### src/rtl/muldiv_pkg.sv
// Shared types and constants for the multiply/divide sequencer.
package muldiv_pkg;

    localparam int unsigned MULDIV_WIDTH = 32;

    typedef enum logic [2:0] {
        MULT  = 3'd0,
        MULTU = 3'd1,
        DIV   = 3'd2,
        DIVU  = 3'd3,
        MTHI  = 3'd4,
        MTLO  = 3'd5
    } muldiv_op_e;

    typedef enum logic [1:0] {
        IDLE  = 2'd0,
        RUN   = 2'd1,
        FIXUP = 2'd2
    } muldiv_state_e;

    function automatic logic is_div_op(input muldiv_op_e op);
        return (op == DIV) || (op == DIVU);
    endfunction

    function automatic logic is_signed_op(input muldiv_op_e op);
        return (op == MULT) || (op == DIV);
    endfunction

endpackage

### src/rtl/muldiv_ctrl_if.sv
// Execute-stage <-> multiply/divide sequencer handshake and HI/LO result bus.
interface muldiv_ctrl_if #(
    parameter int unsigned WIDTH = muldiv_pkg::MULDIV_WIDTH
);
    import muldiv_pkg::*;

    logic             start_i;
    muldiv_op_e       op_i;
    logic [WIDTH-1:0] src_a_i;
    logic [WIDTH-1:0] src_b_i;
    logic             hilo_read_i;
    logic             flush_i;
    logic             busy_o;
    logic             stall_o;
    logic             done_o;
    logic [WIDTH-1:0] hi_o;
    logic [WIDTH-1:0] lo_o;

    modport master (
        output start_i, op_i, src_a_i, src_b_i, hilo_read_i, flush_i,
        input  busy_o, stall_o, done_o, hi_o, lo_o
    );

    modport slave (
        input  start_i, op_i, src_a_i, src_b_i, hilo_read_i, flush_i,
        output busy_o, stall_o, done_o, hi_o, lo_o
    );

endinterface

### src/rtl/muldiv_ctrl.sv
// Iterative multiply/divide sequencer owning the HI/LO register pair.
// Shift-add multiply and restoring divide on operand magnitudes, one bit per RUN cycle,
// followed by a single FIXUP cycle for sign correction and the HI/LO write.
// Optional feature: define MULDIV_EARLY_OUT_EN to let multiplies leave RUN as soon as the
// remaining multiplier bits are all zero.
module muldiv_ctrl
    import muldiv_pkg::*;
#(
    parameter int unsigned WIDTH = MULDIV_WIDTH
) (
    input logic         clk_i,
    input logic         rst_i,
    muldiv_ctrl_if.slave bus
);

    localparam int unsigned CntW = $clog2(WIDTH);

    muldiv_state_e      state_q, state_d;
    logic [CntW-1:0]    cnt_q, cnt_d;
    muldiv_op_e         op_q, op_d;
    logic               neg_res_q, neg_res_d;   // negate product / quotient
    logic               neg_rem_q, neg_rem_d;   // negate remainder (dividend sign)
    logic               dbz_q, dbz_d;
    logic [2*WIDTH-1:0] acc_q, acc_d;           // mul: product; div: {remainder, dividend/quotient}
    logic [2*WIDTH-1:0] opb_q, opb_d;           // mul: shifted multiplicand; div: divisor in low half
    logic [WIDTH-1:0]   mplier_q, mplier_d;
    logic [WIDTH-1:0]   hi_q, hi_d;
    logic [WIDTH-1:0]   lo_q, lo_d;
    logic               done_q, done_d;

    logic               sgn_a, sgn_b;
    logic [WIDTH-1:0]   mag_a, mag_b;
    logic [2*WIDTH-1:0] acc_mul;
    logic [WIDTH:0]     trial, diff;
    logic               qbit;
    logic [2*WIDTH-1:0] acc_div;
    logic [2*WIDTH-1:0] prod_fix;
    logic [WIDTH-1:0]   quot_fix, rem_fix;
    logic               mul_last;

    // Operand magnitudes and one iteration of each datapath.
    always_comb begin
        sgn_a = is_signed_op(bus.op_i) & bus.src_a_i[WIDTH-1];
        sgn_b = is_signed_op(bus.op_i) & bus.src_b_i[WIDTH-1];
        mag_a = sgn_a ? -bus.src_a_i : bus.src_a_i;
        mag_b = sgn_b ? -bus.src_b_i : bus.src_b_i;

        acc_mul = acc_q + (mplier_q[0] ? opb_q : '0);

        trial   = {acc_q[2*WIDTH-1:WIDTH], acc_q[WIDTH-1]};
        diff    = trial - {1'b0, opb_q[WIDTH-1:0]};
        qbit    = ~diff[WIDTH];
        acc_div = {(qbit ? diff[WIDTH-1:0] : trial[WIDTH-1:0]), acc_q[WIDTH-2:0], qbit};

        prod_fix = neg_res_q ? -acc_q : acc_q;
        quot_fix = dbz_q ? '1 : (neg_res_q ? -acc_q[WIDTH-1:0] : acc_q[WIDTH-1:0]);
        rem_fix  = neg_rem_q ? -acc_q[2*WIDTH-1:WIDTH] : acc_q[2*WIDTH-1:WIDTH];

`ifdef MULDIV_EARLY_OUT_EN
        mul_last = (mplier_q >> 1) == '0;
`else
        mul_last = 1'b0;
`endif
    end

    // Sequencer next-state and HI/LO update.
    always_comb begin
        state_d   = state_q;
        cnt_d     = cnt_q;
        op_d      = op_q;
        neg_res_d = neg_res_q;
        neg_rem_d = neg_rem_q;
        dbz_d     = dbz_q;
        acc_d     = acc_q;
        opb_d     = opb_q;
        mplier_d  = mplier_q;
        hi_d      = hi_q;
        lo_d      = lo_q;
        done_d    = 1'b0;

        unique case (state_q)
            IDLE: begin
                if (bus.start_i && !bus.flush_i) begin
                    case (bus.op_i)
                        MULT, MULTU, DIV, DIVU: begin
                            state_d   = RUN;
                            cnt_d     = CntW'(WIDTH - 1);
                            op_d      = bus.op_i;
                            neg_res_d = sgn_a ^ sgn_b;
                            neg_rem_d = sgn_a;
                            dbz_d     = is_div_op(bus.op_i) && (bus.src_b_i == '0);
                            mplier_d  = mag_b;
                            if (is_div_op(bus.op_i)) begin
                                acc_d = {{WIDTH{1'b0}}, mag_a};
                                opb_d = {{WIDTH{1'b0}}, mag_b};
                            end else begin
                                acc_d = '0;
                                opb_d = {{WIDTH{1'b0}}, mag_a};
                            end
                        end
                        MTHI:    hi_d = bus.src_a_i;
                        MTLO:    lo_d = bus.src_a_i;
                        default: ;
                    endcase
                end
            end
            RUN: begin
                if (bus.flush_i) begin
                    state_d = IDLE;
                end else begin
                    cnt_d = cnt_q - 1'b1;
                    if (is_div_op(op_q)) begin
                        acc_d = acc_div;
                    end else begin
                        acc_d    = acc_mul;
                        opb_d    = opb_q << 1;
                        mplier_d = mplier_q >> 1;
                    end
                    if (cnt_q == '0 || (!is_div_op(op_q) && mul_last)) begin
                        state_d = FIXUP;
                    end
                end
            end
            FIXUP: begin
                state_d = IDLE;
                if (!bus.flush_i) begin
                    done_d = 1'b1;
                    if (is_div_op(op_q)) begin
                        hi_d = rem_fix;
                        lo_d = quot_fix;
                    end else begin
                        hi_d = prod_fix[2*WIDTH-1:WIDTH];
                        lo_d = prod_fix[WIDTH-1:0];
                    end
                end
            end
            default: state_d = IDLE;
        endcase
    end

    // State registers; reset aborts any in-flight operation.
    always_ff @(posedge clk_i or negedge rst_i) begin
        if (!rst_i) begin
            state_q   <= IDLE;
            cnt_q     <= '0;
            op_q      <= MULT;
            neg_res_q <= 1'b0;
            neg_rem_q <= 1'b0;
            dbz_q     <= 1'b0;
            acc_q     <= '0;
            opb_q     <= '0;
            mplier_q  <= '0;
            hi_q      <= '0;
            lo_q      <= '0;
            done_q    <= 1'b0;
        end else begin
            state_q   <= state_d;
            cnt_q     <= cnt_d;
            op_q      <= op_d;
            neg_res_q <= neg_res_d;
            neg_rem_q <= neg_rem_d;
            dbz_q     <= dbz_d;
            acc_q     <= acc_d;
            opb_q     <= opb_d;
            mplier_q  <= mplier_d;
            hi_q      <= hi_d;
            lo_q      <= lo_d;
            done_q    <= done_d;
        end
    end

    // Outputs; stall freezes execute while an op or HI/LO read collides with a busy unit.
    always_comb begin
        bus.busy_o  = (state_q != IDLE);
        bus.stall_o = bus.busy_o & (bus.start_i | bus.hilo_read_i);
        bus.done_o  = done_q;
        bus.hi_o    = hi_q;
        bus.lo_o    = lo_q;
    end

endmodule
### src/flat_wrapper.sv
// flat-port wrapper written by rule: the top's interface ports become plain ports
module muldiv_ctrl_flat import muldiv_pkg::*;
#(
    parameter int unsigned WIDTH = MULDIV_WIDTH
)
  (clk_i, rst_i, bus_start_i, bus_op_i, bus_src_a_i, bus_src_b_i, bus_hilo_read_i, bus_flush_i, bus_busy_o, bus_stall_o, bus_done_o, bus_hi_o, bus_lo_o);
  muldiv_ctrl_if #(.WIDTH(WIDTH)) bus_i ();
  input logic clk_i;
  input logic rst_i;
  input wire logic [$bits(bus_i.start_i)-1:0] bus_start_i;
  input wire logic [$bits(bus_i.op_i)-1:0] bus_op_i;
  input wire logic [$bits(bus_i.src_a_i)-1:0] bus_src_a_i;
  input wire logic [$bits(bus_i.src_b_i)-1:0] bus_src_b_i;
  input wire logic [$bits(bus_i.hilo_read_i)-1:0] bus_hilo_read_i;
  input wire logic [$bits(bus_i.flush_i)-1:0] bus_flush_i;
  output wire logic [$bits(bus_i.busy_o)-1:0] bus_busy_o;
  output wire logic [$bits(bus_i.stall_o)-1:0] bus_stall_o;
  output wire logic [$bits(bus_i.done_o)-1:0] bus_done_o;
  output wire logic [$bits(bus_i.hi_o)-1:0] bus_hi_o;
  output wire logic [$bits(bus_i.lo_o)-1:0] bus_lo_o;
  assign bus_i.start_i = bus_start_i;
  assign bus_i.op_i = bus_op_i;
  assign bus_i.src_a_i = bus_src_a_i;
  assign bus_i.src_b_i = bus_src_b_i;
  assign bus_i.hilo_read_i = bus_hilo_read_i;
  assign bus_i.flush_i = bus_flush_i;
  assign bus_busy_o = bus_i.busy_o;
  assign bus_stall_o = bus_i.stall_o;
  assign bus_done_o = bus_i.done_o;
  assign bus_hi_o = bus_i.hi_o;
  assign bus_lo_o = bus_i.lo_o;
  muldiv_ctrl #(.WIDTH(WIDTH)) u_core (.clk_i(clk_i), .rst_i(rst_i), .bus(bus_i));
endmodule
### config.mk
export PLATFORM = sky130hd
export DESIGN_NAME = muldiv_ctrl_flat
export DESIGN_NICKNAME = d
export VERILOG_FILES = /design/src/rtl/muldiv_pkg.sv /design/src/rtl/muldiv_ctrl_if.sv /design/src/rtl/muldiv_ctrl.sv /design/src/flat_wrapper.sv
export SDC_FILE = /design/constraint.sdc
export NUM_CORES = 1
export LEC_CHECK = 0
export ABC_AREA = 1
export BUFFER_PORTS_ARGS = -buffer_cell sky130_fd_sc_hd__buf_4
export CAP_MARGIN = 20
export CELL_PAD_IN_SITES_DETAIL_PLACEMENT = 2
export CELL_PAD_IN_SITES_GLOBAL_PLACEMENT = 2
export CORE_UTILIZATION = 32
export DETAILED_ROUTE_END_ITERATION = 16
export PLACE_DENSITY = 0.88
export SYNTH_ARGS = -nofsm -noshare
export SYNTH_HDL_FRONTEND = slang
export SYNTH_SLANG_ARGS = --single-unit
export TNS_END_PERCENT = 1
### constraint.sdc
create_clock -name clk_i -period 4.5 [get_ports clk_i]
set_input_delay 0.9 -clock clk_i [delete_from_list [all_inputs] [get_ports clk_i]]
set_output_delay 0.9 -clock clk_i [all_outputs]
set_load 0.01 [all_outputs]
# Yosys cells after proc, flatten, opt, wreduce, memory -nomap -nowiden
# Index checks and enable logic that the tools add are counted.
totals:
  regBits: 238
  in_bits: 72
  output_inout_bits: 67
  word_cells: 109
classes:
  add_sub_neg: 8
  n_eq_ne: 17
  mux: 46
  bitwise_logic: 6
  reduce_logical: 20
ops:
  columns: ["cell", "count"]
  rows:
  - ["32-bit two-way mux", 20]
  - ["64-bit two-way mux", 10]
  - ["64-bit one-hot mux with 2 select lines", 2]
  - ["32-bit one-hot mux with 2 select lines", 3]
  - ["32-bit negation", 4]
  - ["64-bit adder", 1]
  - ["64-bit negation", 1]
  - ["33-bit by 32-bit subtractor with 33-bit output", 1]
  - ["32-bit logical NOT", 1]
  - ["5-bit two-way mux", 3]
  - ["3-bit by 2-bit equality test with 1-bit output (second input constant)", 4]
  - ["2-bit != test (second input constant)", 6]
  - ["4-bit AND reduction", 3]
  - ["5-bit one-hot mux with 2 select lines", 1]
  - ["2-bit two-way mux", 4]
  - ["3-bit equality test (second input constant)", 2]
  - ["3-bit AND reduction", 2]
  - ["2-bit nonzero test", 3]
  - ["5-bit logical NOT", 1]
  - ["5-bit AND reduction", 1]
  - ["5-bit by 1-bit subtractor with 5-bit output (second input constant)", 1]
  - ["2-bit one-hot mux with 2 select lines", 1]
  - ["4-bit OR reduction", 1]
  - ["1-bit AND", 3]
  - ["14 further kinds", 18]

# Depth between registers and ports, before layout
logic_depth:
  word_depth: 8
  depth_mapped: 20
  mapped_depth_nobuf: 19

# Worst setup path after synthesis
# Ideal clock, no wire load.
synth_timing:
  kind: "register -> register"
  from: "register u_core.mplier_q[0]"
  to: "register u_core.acc_q[44]"
  setup_time_ns: 0.117
  arrival_ns: 2.454
  path_slack_ns: 1.929
  path_stages_with_launch: 21
  path_buffers: 2
  path_cell_list: "dfrtp_1 clkbuf_1 buf_1 nand2_1 inv_1 ha_1 fa_1 nand3_1 nand3_1 nand2_1 nand2_1 nand2_1 nand2_1 nand2_1 nand2_1 nand2_1 nand2_1 nand2_1 nand3_1 nand3_1 nand2_1"
synth_via:
  elab_chain_len: 5
synth_lines:
  columns: ["item", "line_no", "text"]
  rows:
  - ["from (decl)", "muldiv_ctrl.sv:26", "logic [WIDTH-1:0] mplier_q, mplier_d;"]
  - ["from (signal assigned)", "muldiv_ctrl.sv:165", "mplier_q <= mplier_d;"]
  - ["64-bit two-way mux", "muldiv_ctrl.sv:48", "acc_mul = acc_q + (mplier_q[0] ? opb_q : '0);"]
  - ["64-bit adder", "muldiv_ctrl.sv:48", null]
  - ["64-bit two-way mux", "muldiv_ctrl.sv:112", "if (is_div_op(op_q)) begin"]
  - ["64-bit two-way mux", "muldiv_ctrl.sv:108", "if (bus.flush_i) begin"]
  - ["64-bit one-hot mux with 2 select lines", "muldiv_ctrl.sv:81", "unique case (state_q)"]
  - ["to (signal assigned)", "muldiv_ctrl.sv:150", "acc_q <= '0;"]
  - ["to (signal assigned)", "muldiv_ctrl.sv:163", "acc_q <= acc_d;"]
  - ["to (decl)", "muldiv_ctrl.sv:24", "logic [2*WIDTH-1:0] acc_q, acc_d;"]
# Every way passes these cells. The select of a mux whose other input is x is not followed.
# A chain may end at the register's enable or synchronous reset.

# Worst setup path in the final report
layout_timing:
  from: "register u_core.acc_q[42]"
  to: "register u_core.acc_q[35]"
layout_via:
  elab_chain_len: 5
layout_lines:
  columns: ["item", "line_no", "text"]
  rows:
  - ["33-bit by 32-bit subtractor with 33-bit output", "muldiv_ctrl.sv:51", "diff = trial - {1'b0, opb_q[WIDTH-1:0]};"]
  - ["32-bit two-way mux", "muldiv_ctrl.sv:53", "acc_div = {(qbit ? diff[WIDTH-1:0] : trial[WIDTH-1:0]), acc_q[WIDTH-2:0], qbit};"]
  - ["64-bit two-way mux", "muldiv_ctrl.sv:112", null]
  - ["64-bit two-way mux", "muldiv_ctrl.sv:108", null]
  - ["64-bit one-hot mux with 2 select lines", "muldiv_ctrl.sv:81", null]
# Every way passes these cells. The select of a mux whose other input is x is not followed.

==> flow_summary.ini <==
[power]
pwr-share-seq_pct = 20.6
irDropWorstVdd_mv = 0.3103
p_leak_uw = 0.01540
cellPowerDensity_mw_per_mm2 = 769.6
switchingPower_uw = 13140
sw_frac_of_total_pct = 61.10
comb_power_share_pct = 67.0
clkPwrFrac_pct = 12.4
intPower_uw = 8369

[drt]
dr_total_vias = 31860
drc = 0
drtIter0Drc = 2456
detail-route-antenna-nets = 0
viasPerCell = 5.770
finalWirelength_um = 149500
drtPass1Iterations = 5
wl_per_cell_um = 27.08

[synth]
ys_ff_latch = 237
yosysMostFrequentCell = nand2_1
synthesis.nets = 4560
netlist_top_cells_count = nand2_1 (1,486), inv_1 (797), nor2_1 (453)
yosysTopAreaCell = dfrtp_1
synth.distinct_cells = 51
ys_warn_count = 0
synth_enable_flop_cells = 0
async_flop_share_pct = 100.0
yosys-top-cells-area = dfrtp_1 (24%), nand2_1 (22%), inv_1 (12%)
syn_area_per_cell_um2 = 5.662
synthCells = 4385
synth_top_flop_cell = dfrtp_1
ys_seq_area_share_pct = 23.89
syn-cell-area_mm2 = 0.02483
synth_top_area_share_pct = 23.89

[clock_tree]
clock_path_buffers = 3
numCtsBuffers = 30
htreeDepth = 1
clock_latency_ns = 0.65
cts.clk_slew.worst_paths_ns = 0.07
root_buffer = clkbuf_16
cts-resized-gates = 0
cts_tree = yes
clock_sinks = 237
cts_setup_buffers = 0
postCtsHoldBufs = 0

[status]
status = finished clean

[grt]
antenna_found_initial = 9
grt_pass1_wl_um = 220800
grt_usage_pct = 37.31
grt_start_max_net_pins = 97
grt_overflow = 0
grt_pass1_vias = 34410

[placed_design]
dpl-instance-area_mm2 = 0.02690
dp_cells = 5463
place.detailed.hpwl_um = 109800
gp_congestion = 0.9941
port_buffers = 138

[timing]
finalSetupTns_ns = 0
worst_pin_slew_ns = 0.9610
slew_headroom_pct = 35.94
rsz0062_at_grt = no
setup_viol = 0
period_share_pct = 80.48
maxSlewViolCount = 0
skew_ns = 0.05808
max_freq_ghz = 0.2761
finalHoldViolCount = 0
period_minus_slack_ns = 3.622

[critical_path]
crit_slowest_cell = dfrtp_1
crit_fanout = 32
path_cells = ha_1, nand2_1, inv_1, nand2_1, nand2_1, a21oi_1, nand2_2, nand2_2, nand2_2, nand2_1, nand2_2, nand2_1, nand3_1, nand3_1, nand2_1
worstPathArrival_ns = 4.16
rr_endpoint = u_core.acc_q[35]
cp.required_ns = 5.04
cpMostUsedCell = nand2_1
reg2reg_slack_ns = 0.88
worstRegToRegCells = 15
cp-start-kind = register
r2r-start = u_core.acc_q[42]
critPathCaptureType = register
critPathKind = reg2reg
cpPeakStageDelay_ns = 0.84

[final_layout]
instances_no_fill = 5522
drive_above_1_share_pct = 6.350
area_growth_pct = 12.58
postLayoutCellArea_mm2 = 0.02795
fin_nets = 4641

[floorplan]
die_height_um = 280.5
core_area_mm2 = 0.07633
fp-row-count = 101
pin_count = 139
initial_core_util_pct = 32.53
die-area_mm2 = 0.07870
die_w_um = 280.5

[flow_run]
max_cap_violations = 0

[min_path]
min_path_type = in2async
[state kept, by name, summed over array words and instances (netlist names), 2 cells and up]
signal,count
u_core.bus.hi_o,32
u_core.op_q,2
u_core.opb_q,64
u_core.state_q,2
u_core.acc_q,64
u_core.mplier_q,32
u_core.cnt_q,5
u_core.bus.lo_o,32
[cells by family after synthesis]
group | synth area share [%]
AOI/OAI and AO/OA | 12.33
xor gates and xnor gates | 3.175
adders and majority gates | 5.251
buffers and inverters | 14.54
DFF | 23.89
and+or+nand+nor | 40.82
[placed cells by master, fill, tap and decap left out, drive strengths merged, types with 10 or more instances in the layout]
cell type,Yosys,final
o21ai,199,199
xnor2,23,23
nand3b,10,10
nor2,470,470
dfrtp,237,237
nand3,371,371
nand2,1499,1499
a22oi,12,12
inv,807,809
a31oi,16,16
xor2,67,67
nor3,43,43
clkinv,1,12
clkbuf,50,37
o211ai,17,17
buf,74,173
o31ai,18,18
nand4,45,45
o22ai,10,10
ha,101,101
a21oi,265,265
[worst max-delay path, delay by kind of cell, from the launching register on]
family          cells  cell delay, ns
buf+inv             1            0.11
simple gates       12            1.96
compound gates      1            0.19
fa+ha+maj           1            0.42
flops               1            0.84
[per-layer routing]
layer,share of wire (%),global-route usage [%]
met5,0.035,0
met4,7.3,23.74
met3,8.3,6.878
met2,46,61.94
met1,39,44.19
[layout make-up]
class                   instances  area [µm²]
diodes                          4       10.01
flip-flops and latches        237        5933
well taps                    1030        1289
repair buffers                173        1376
fillers                      9782       48380
inverters                     808        3033
clock inverters                17       198.9
multi-input cells            3216       15290
clock buffers                  37       817.0
[metrics by stage]
stage	setup WS (ns)	util [%]	power, µW	hold slack (ns)
finish	0.8784	36.62	21510	0.3231
CTS	0.9828	36.57	20960	0.3445
global route	0.7687	36.61	22480	0.3794
floorplan	1.929	-	11940	0.4439
detailed placement	1.165	35.24	17580	0.4705
global placement	1.311	35.24	16700	0.4580
[worst max-delay path by stage]
stage | from | end | cells after the start
3_5_place_dp | u_core.acc_q[31] | u_core.acc_q[59] | 18
4_1_cts | u_core.acc_q[31] | u_core.acc_q[52] | 18
6_report | u_core.acc_q[42] | u_core.acc_q[35] | 15
2_1_floorplan | u_core.mplier_q[0] | u_core.acc_q[44] | 20
5_1_grt | u_core.acc_q[31] | u_core.acc_q[52] | 18
3_3_place_gp | bus_op_i[2] | u_core.opb_q[24] | 9
[power by group through the flow]
stage / sequential [µW] / combinational [µW] / clock, µW
floorplan: 3670 / 8270 / 0
global placement: 4210 / 12500 / 0
detailed placement: 4290 / 13300 / 0
CTS: 4310 / 14000 / 2650
global route: 4430 / 15300 / 2700
finish: 4440 / 14400 / 2660
(Power assumes the default switching activity.)
